### src/rtl/uart_debug_ctrl.sv
// uart_debug_ctrl: host command sequencer between the uart and the core.
// Decodes run/step/dump commands, gates cpu_en, streams a word dump as bytes.
//
// Ports:
//   clk, rst             system clock, synchronous active-high reset
//   rx_done, r_data      received-byte pulse and byte from the uart
//   tx_done              uart finished the outstanding byte
//   tx_start, w_data     transmit pulse and byte to the uart
//   cpu_en               core clock-enable
//   cpu_halted           core has retired HALT (level)
//   dump_addr, dump_data word address / synchronous-read word of the dump source
//   busy                 high whenever the sequencer is not idle
module uart_debug_ctrl #(
   parameter int unsigned DUMP_WORDS = 32,
   parameter int unsigned ADDR_BITS  = 5,
   parameter logic [7:0]  TERM_BYTE  = 8'h0A
) (
   input  logic                 clk,
   input  logic                 rst,
   input  logic                 rx_done,
   input  logic [7:0]           r_data,
   input  logic                 tx_done,
   output logic                 tx_start,
   output logic [7:0]           w_data,
   output logic                 cpu_en,
   input  logic                 cpu_halted,
   output logic [ADDR_BITS-1:0] dump_addr,
   input  logic [31:0]          dump_data,
   output logic                 busy
);

   typedef enum logic [3:0] {
      S_IDLE,
      S_RUN,
      S_STEP,
      S_RD_ADDR,
      S_RD_WAIT,
      S_SEND,
      S_WAIT_TX,
      S_TERM,
      S_TERM_WAIT
   } state_e;

   localparam logic [7:0] CMD_RUN  = 8'h63;
   localparam logic [7:0] CMD_STEP = 8'h73;
   localparam logic [7:0] CMD_DUMP = 8'h64;
   localparam logic [ADDR_BITS-1:0] LAST_WORD = ADDR_BITS'(DUMP_WORDS - 1);

   state_e               state_q, state_d;
   logic [ADDR_BITS-1:0] word_q, word_d;
   logic [1:0]           byte_q, byte_d;
   logic [31:0]          shift_q, shift_d;
   logic [7:0]           w_data_q, w_data_d;
   logic                 tx_start_q, tx_start_d;
   logic                 cpu_en_q, cpu_en_d;

   always_ff @(posedge clk) begin
      if (rst) begin
         state_q    <= S_IDLE;
         word_q     <= '0;
         byte_q     <= '0;
         shift_q    <= '0;
         w_data_q   <= '0;
         tx_start_q <= 1'b0;
         cpu_en_q   <= 1'b0;
      end else begin
         state_q    <= state_d;
         word_q     <= word_d;
         byte_q     <= byte_d;
         shift_q    <= shift_d;
         w_data_q   <= w_data_d;
         tx_start_q <= tx_start_d;
         cpu_en_q   <= cpu_en_d;
      end
   end

   always_comb begin
      state_d    = state_q;
      word_d     = word_q;
      byte_d     = byte_q;
      shift_d    = shift_q;
      w_data_d   = w_data_q;
      tx_start_d = 1'b0;
      cpu_en_d   = 1'b0;
      unique case (state_q)
         S_IDLE: begin
            if (rx_done) begin
               if (r_data == CMD_DUMP) begin
                  state_d = S_RD_ADDR;
                  word_d  = '0;
               end else if (r_data == CMD_RUN || r_data == CMD_STEP) begin
                  word_d = '0;
                  if (cpu_halted) begin
                     state_d = S_RD_ADDR;
                  end else begin
                     state_d  = (r_data == CMD_RUN) ? S_RUN : S_STEP;
                     cpu_en_d = 1'b1;
                  end
               end
            end
         end
         S_RUN: begin
            if (cpu_halted) begin
               state_d = S_RD_ADDR;
            end else begin
               cpu_en_d = 1'b1;
            end
         end
         S_STEP: begin
            state_d = S_RD_ADDR;
         end
         S_RD_ADDR: begin
            state_d = S_RD_WAIT;
         end
         // dump_addr follows word_q, so the address is already registered on
         // entry to RD_ADDR and the synchronous read is valid during RD_WAIT.
         S_RD_WAIT: begin
            shift_d = dump_data;
            byte_d  = '0;
            state_d = S_SEND;
         end
         S_SEND: begin
            w_data_d   = shift_q[31:24];
            shift_d    = {shift_q[23:0], 8'h00};
            tx_start_d = 1'b1;
            state_d    = S_WAIT_TX;
         end
         S_WAIT_TX: begin
            if (tx_done) begin
               if (byte_q != 2'd3) begin
                  byte_d  = byte_q + 2'd1;
                  state_d = S_SEND;
               end else if (word_q != LAST_WORD) begin
                  word_d  = word_q + 1'b1;
                  state_d = S_RD_ADDR;
               end else begin
                  state_d = S_TERM;
               end
            end
         end
         S_TERM: begin
            w_data_d   = TERM_BYTE;
            tx_start_d = 1'b1;
            state_d    = S_TERM_WAIT;
         end
         S_TERM_WAIT: begin
            if (tx_done) begin
               state_d = S_IDLE;
               word_d  = '0;
            end
         end
         default: begin
            state_d = S_IDLE;
         end
      endcase
   end

   assign tx_start  = tx_start_q;
   assign w_data    = w_data_q;
   assign cpu_en    = cpu_en_q;
   assign dump_addr = word_q;
   assign busy      = (state_q != S_IDLE);

endmodule

### config.mk
export PLATFORM = sky130hd
export DESIGN_NAME = uart_debug_ctrl
export DESIGN_NICKNAME = d
export VERILOG_FILES = /design/src/rtl/uart_debug_ctrl.sv
export SDC_FILE = /design/constraint.sdc
export NUM_CORES = 1
export LEC_CHECK = 0
export CAP_MARGIN = 10
export CORE_MARGIN = 5
export CORE_UTILIZATION = 50
export DETAILED_ROUTE_END_ITERATION = 8
export HOLD_SLACK_MARGIN = 0.15
export PLACE_DENSITY_LB_ADDON = 0.05
export SETUP_SLACK_MARGIN = 0.3
export SYNTH_ARGS = -nofsm -noshare
export SYNTH_HDL_FRONTEND = slang
export SYNTH_SLANG_ARGS = --single-unit
### constraint.sdc
create_clock -name clk -period 4.64 [get_ports clk]
set_input_delay 1.16 -clock clk [delete_from_list [all_inputs] [get_ports clk]]
set_output_delay 1.16 -clock clk [all_outputs]
set_load 0.02 [all_outputs]
==> results of run 1 <==
==> final cells by class <==
cell class	count	area [µm²]
flip-flops and latches	53	1060
fillers	418	1610
inverters	4	15.0
repair buffers	60	596
well taps	54	67.6
multi-input cells	207	1220
clock buffers	6	82.6
clock inverters	2	13.8
==> per-stage QoR <==
| stage | power (mW) | std cells | util, % | hold WS (ns) | area (µm²) |
|---|---|---|---|---|---|
| CTS | 0.788 | 386 | 65.5 | 0.465 | 3050 |
| floorplan | 0.481 | 285 | - | 0.432 | 2370 |
| global route | 0.810 | 386 | 65.5 | 0.482 | 3050 |
| detailed placement | 0.521 | 378 | 63.4 | 0.452 | 2960 |
| finish | 0.782 | 386 | 65.5 | 0.460 | 3050 |
| global placement | 0.521 | 378 | 63.4 | 0.442 | 2960 |
==> critical path: stages (launching register included) <==
cell	delay, ns
dfxtp_1	0.87
or3_1	0.35
clkdlybuf4s50_1	0.65
==> layout by cell type (no fill, tap or decap), types with 3 or more instances in the layout <==
cell type and instances:
a22oi_1 15, or3_1 5, dfxtp_1 53, nor2_1 53, mux2i_1 8, nand2b_1 5
clkbuf_8 6, clkdlybuf4s50_1 59, ha_1 3, a211oi_1 26, o21ai_0 23, nand2_1 27
nor2b_1 4, nor3_1 5, a21oi_1 9, inv_1 4
==> flip-flops by register name (all words and copies together) (netlist names) <==
signal and cells:
tx_start 1, state_q 4, dump_addr 5, cpu_en 1, shift_q 32, w_data 8, byte_q 2
==> power by group <==
group	internal [mW]	switching, mW
registers	0.454	0.000343
clock network	0.121	0.151
logic	0.0368	0.0186
==> how the worst min path moves through the flow <==
stage                      startpoint     endpoint  slack (ns)
after floorplan           shift_q[10]  shift_q[10]        0.43
after global placement    shift_q[16]  shift_q[16]        0.44
after detailed placement  shift_q[18]  shift_q[18]        0.45
after CTS                 shift_q[18]  shift_q[18]        0.47
after global routing      shift_q[15]  shift_q[15]        0.48
final                     shift_q[12]  shift_q[12]        0.46
==> cells by family after synthesis <==
kind of cell | count (synthesis) | synth area share (%)
AOI/OAI and AO/OA | 84 | 24.7
adders and majority gates | 3 | 1.58
buffers and inverters | 25 | 4.01
DFF | 53 | 44.7
muxes | 8 | 3.38
and+or+nand+nor | 112 | 21.6
==> per-layer routing <==
layer / vias up / GRT usage (%) / part of all wire, %
li1: 1107 / - / -
met3: 9 / 4.65 / 6.1
met5: - / 0 / 0
met2: 54 / 29.0 / 45
met1: 962 / 21.7 / 48
met4: 0 / 5.50 / 1.5
==> impl_metrics.env, run 1 <==
export IMPL_critPathKind="register to primary output"
export IMPL_synth_seq_cells=53
export IMPL_slew_violations=0
export IMPL_syn_to_final_growth_pct=28.8
export IMPL_fin_skew_ns=0.00735
export IMPL_antennaDiodeCount=0
export IMPL_die_w_um=78.9
export IMPL_dpl_hpwl_um=3680
export IMPL_drtPass1Iterations=4
export IMPL_io_pins=61
export IMPL_clock_path_buffers=2
export IMPL_crit_end="busy"
export IMPL_r2r_end="w_data[7]"
export IMPL_cts_tree="built"
export IMPL_place_congestion=0.810
export IMPL_fin_tns_setup_ns=0
export IMPL_grt_use_total_pct=17.3
export IMPL_cts_root_buf="clkbuf_8"
export IMPL_viasPerCell=5.52
export IMPL_remaining_drc_errors=0
export IMPL_die_area_um2=6220
export IMPL_antenna_found_initial=0
export IMPL_ys_types=39
export IMPL_drt_wirelength_per_cell_um=13.6
export IMPL_drtAntennaViolNets=0
export IMPL_finalCriticalPeriod_ns=3.33
export IMPL_setup_ws_ns=1.31
export IMPL_start_kind="register"
export IMPL_grt_pass1_wl_um=8780
export IMPL_avgSynthCellArea_um2=8.32
export IMPL_hold_depth=2
export IMPL_wirelength_um=5250
export IMPL_post_cts_buffers=0
export IMPL_setup_viol=0
export IMPL_preCtsSetupSlack_ns=1.27
export IMPL_grt_remaining_overflow=0
export IMPL_crit_arrival_ns=2.17
export IMPL_status="completed"
export IMPL_initial_core_util_pct=50.9
export IMPL_synth_edf_count=0
export IMPL_yosysTopAreaCellShare_pct=44.7
export IMPL_synth_nets=333
export IMPL_fin_nets=379
export IMPL_reg2reg_slack_ns=2.18
export IMPL_drtIter0Drc=99
export IMPL_ctsResizeCount=0
export IMPL_critPathMaxFanout=21
export IMPL_core_um2=4660
export IMPL_synthTopCellsByArea="dfxtp_1 45%, nor2_1 8.5%, a211oi_1 8.2%"
export IMPL_drive_gt1_share_pct=4.82
export IMPL_die_h_um=78.9
export IMPL_synth_area_um2=2370
export IMPL_yosys_area_top_type="dfxtp_1"
export IMPL_rsz0062_at_grt="false"
export IMPL_synthFlopType="dfxtp_1"
export IMPL_powerDensity_nw_per_um2=256
export IMPL_synth_most_common_cell="nor2_1"
export IMPL_hold_viol_final=0
export IMPL_grt_pass1_vias=1999
export IMPL_yosys_warnings=0
export IMPL_path_clk_slew_ns=0.10
export IMPL_final_period_utilization_pct=71.8
export IMPL_syn_instance_count=285
export IMPL_worstReg2RegStart="state_q[2]"
export IMPL_numClockSinks=53
export IMPL_synthArstFlopShare_pct=0
export IMPL_rows=25
export IMPL_grt_max_degree=54
export IMPL_hold_path_class="register to register"
export IMPL_insertion_delay_ns=0.31
export IMPL_worstPathRequired_ns=3.48
export IMPL_yosysSeqAreaShare_pct=44.7
export IMPL_cts_htree_levels=2
export IMPL_cp_startpoint="state_q[0]"
export IMPL_rr_worst_depth=5
export IMPL_cts_made_buffers=5
export IMPL_end_kind="primary output"
export IMPL_peakVddDrop_mv=0.123
export IMPL_cts_hold_buffers=0
export IMPL_fmax_mhz=300
export IMPL_slew_headroom_pct=30.1
export IMPL_drv_cap=0
export IMPL_tightestPinTransition_ns=1.05
export IMPL_vias=2132
export IMPL_synth_common_cells="54 x nor2_1, 53 x dfxtp_1, 27 x nand2_1, 26 x a211oi_1, 23 x o21ai_0"
export IMPL_leakage_nw=1.03
export IMPL_io_buffers=60
(Power assumes the default switching activity.)
==> inputs of run 2 (changes only) <==
--- a/config.mk
+++ b/config.mk
@@ -7,7 +7,7 @@
 export LEC_CHECK = 0
 export CAP_MARGIN = 10
 export CORE_MARGIN = 5
-export CORE_UTILIZATION = 50
+export CORE_UTILIZATION = 48
 export DETAILED_ROUTE_END_ITERATION = 8
 export HOLD_SLACK_MARGIN = 0.15
 export PLACE_DENSITY_LB_ADDON = 0.05
==> constraint.sdc (replaced) <==
create_clock -name clk -period 3.3 [get_ports clk]
set_input_delay 0.825 -clock clk [delete_from_list [all_inputs] [get_ports clk]]
set_output_delay 0.825 -clock clk [all_outputs]
set_load 0.02 [all_outputs]
==> run 2 against run 1 <==
Flip-flop and latch count stayed put; via count hardly changed; total power is 37% higher; combinational power is 43% higher; highest routed layer unchanged.
==> impl_metrics.env, run 2 (synthesized netlist as in run 1, its figures left out) <==
export IMPL_fin_util_pct=64.8
export IMPL_syn_to_final_growth_pct=29.9
export IMPL_multi_input_area_um2=1220
export IMPL_critPathSlowestCell="clkdlybuf4s50_1"
export IMPL_hold_path_class="register to register"
export IMPL_io_buffers=60
export IMPL_vias=2131
export IMPL_final_cell_mix="59 x clkdlybuf4s50_1, 53 x nor2_1, 52 x dfxtp_1, 27 x nand2_1, 26 x a211oi_1"
export IMPL_slew_violations=0
export IMPL_final_common_cell="clkdlybuf4s50_1"
export IMPL_worstPathRequired_ns=2.47
export IMPL_initial_core_util_pct=49.9
export IMPL_hold_start="shift_q[16]"
export IMPL_crit_arrival_ns=2.06
export IMPL_reg2reg_slack_ns=1.02
export IMPL_insertion_delay_ns=0.30
export IMPL_drtIter0Drc=104
export IMPL_tightestPinTransition_ns=0.955
export IMPL_drt_wirelength_per_cell_um=13.4
export IMPL_post_cts_buffers=0
export IMPL_power_switching_share_pct=21.5
export IMPL_top_register="shift_q"
export IMPL_drtPass1Iterations=4
export IMPL_seqPwrFrac_pct=59.6
export IMPL_slew_headroom_pct=36.3
export IMPL_end_kind="primary output"
export IMPL_fin_tns_setup_ns=0
export IMPL_cts_htree_levels=2
export IMPL_preCtsSetupSlack_ns=0.286
export IMPL_die_w_um=80.3
export IMPL_grt_remaining_overflow=0
export IMPL_largest_register_ff_count=32
export IMPL_powerDensity_nw_per_um2=348
export IMPL_grt_pass1_vias=1946
export IMPL_critPathKind="register to primary output"
export IMPL_setup_viol=0
export IMPL_ctsResizeCount=0
export IMPL_p_int_uw=841
export IMPL_cts_tree="built"
export IMPL_fin_skew_ns=0.00495
export IMPL_fin_hold_ws_ns=0.462
export IMPL_fmax_mhz=347
export IMPL_die_h_um=80.3
export IMPL_seqCellArea_um2=1060
export IMPL_antennaDiodeCount=0
export IMPL_path_clk_slew_ns=0.09
export IMPL_fillers=458
export IMPL_drive_gt1_share_pct=5.37
export IMPL_io_pins=61
export IMPL_clkPwrFrac_pct=33.0
export IMPL_cts_made_buffers=5
export IMPL_cts_hold_buffers=0
export IMPL_cp_top_family="simple AND/OR/NAND/NOR gates"
export IMPL_worstReg2RegStart="dump_addr[0]"
export IMPL_remaining_drc_errors=0
export IMPL_max_stage_delay_ns=0.59
export IMPL_combinationalPowerShare_pct=7.4
export IMPL_rsz0062_at_grt="false"
export IMPL_leakage_nw=1.03
export IMPL_viasPerCell=5.30
export IMPL_critPathMaxFanout=8
export IMPL_setup_ws_ns=0.415
export IMPL_grt_pass1_wl_um=8690
export IMPL_start_kind="register"
export IMPL_dpl_hpwl_um=3760
export IMPL_grt_max_degree=54
export IMPL_core_um2=4750
export IMPL_min_to="shift_q[16]"
export IMPL_clock_path_buffers=2
export IMPL_r2r_end="dump_addr[3]"
export IMPL_die_area_um2=6440
export IMPL_status="completed"
export IMPL_fin_nets=382
export IMPL_hold_depth=2
export IMPL_rr_worst_depth=8
export IMPL_peakVddDrop_mv=0.243
export IMPL_place_congestion=0.791
export IMPL_cts_root_buf="clkbuf_8"
export IMPL_antenna_found_initial=0
export IMPL_drtAntennaViolNets=0
export IMPL_path_cells="or2_2 -> or3_1 -> clkdlybuf4s50_1"
export IMPL_wirelength_um=5390
export IMPL_hold_viol_final=0
export IMPL_rows=25
export IMPL_crit_buf_inv=1
export IMPL_numClockSinks=53
export IMPL_grt_use_total_pct=16.7
export IMPL_drv_cap=0
export IMPL_finalCriticalPeriod_ns=2.89
export IMPL_p_sw_uw=231
export IMPL_final_period_utilization_pct=87.4
==> run 2: changes by cell type in the layout (fill, tap and decap cells not counted), sizes merged <==
cell and delta:
buf +3, clkinv -2, clkbuf +1, clkinvlp +1
==> run 2: power by group through the flow <==
stage | clock network [mW] | logic, mW | registers, mW
after floorplan | 0 | 0.0215 | 0.654
after global placement | 0 | 0.0790 | 0.654
after detailed placement | 0 | 0.0793 | 0.654
after CTS | 0.364 | 0.0797 | 0.639
after global routing | 0.394 | 0.0842 | 0.640
final | 0.354 | 0.0791 | 0.639
==> run 2: worst max path at each step <==
stage / start / endpoint / cells after the start
after floorplan: r_data[7] / dump_addr[3] / 5
after global placement: r_data[4] / dump_addr[3] / 6
after detailed placement: r_data[4] / dump_addr[3] / 6
after CTS: state_q[1] / busy / 3
after global routing: state_q[2] / busy / 3
final: state_q[2] / busy / 3
==> run 2: metrics by stage <==
step                      power (mW)  cells  cell area (µm²)
final                           1.07    402             3080
after global placement         0.733    394             3000
after detailed placement       0.734    394             3000
after global routing            1.12    402             3080
after CTS                       1.08    402             3080
after floorplan                0.676    285             2370
==> run 2: cell type report <==
class,instances,share of cell area [%]
Sequential cell,53,34.5
Clock inverter,1,0.244
Timing Repair Buffer,63,20.1
Tap cell,67,2.72
Multi-Input combinational cell,207,39.5
Inverter,4,0.487
Clock buffer,7,2.48
==> run 2: routing by layer <==
metal	share of wire, %	up-vias	GRT usage [%]
li1	-	1117	-
met1	49	961	22.6
met2	45	48	26.5
met3	5.2	5	3.70
met4	0.98	0	5.24
met5	0	-	0
==> run 2: worst reg2reg max path, stage by stage (launching register included) <==
cell and delay [ns]:
dfxtp_1 0.35, ha_1 0.24, and3_1 0.19, ha_1 0.18, nor2b_1 0.16, a31o_2 0.20, o2111ai_4 0.19, or4_1 0.57
a21oi_1 0.14
==> inputs of run 3 (changes only) <==
--- a/config.mk
+++ b/config.mk
@@ -12,6 +12,7 @@
 export HOLD_SLACK_MARGIN = 0.15
 export PLACE_DENSITY_LB_ADDON = 0.05
 export SETUP_SLACK_MARGIN = 0.3
+export SKIP_CTS_REPAIR_TIMING = 1
 export SYNTH_ARGS = -nofsm -noshare
 export SYNTH_HDL_FRONTEND = slang
 export SYNTH_SLANG_ARGS = --single-unit
==> results of run 3 <==
The final DEF is identical to that of run 2; final timing and power are the same.
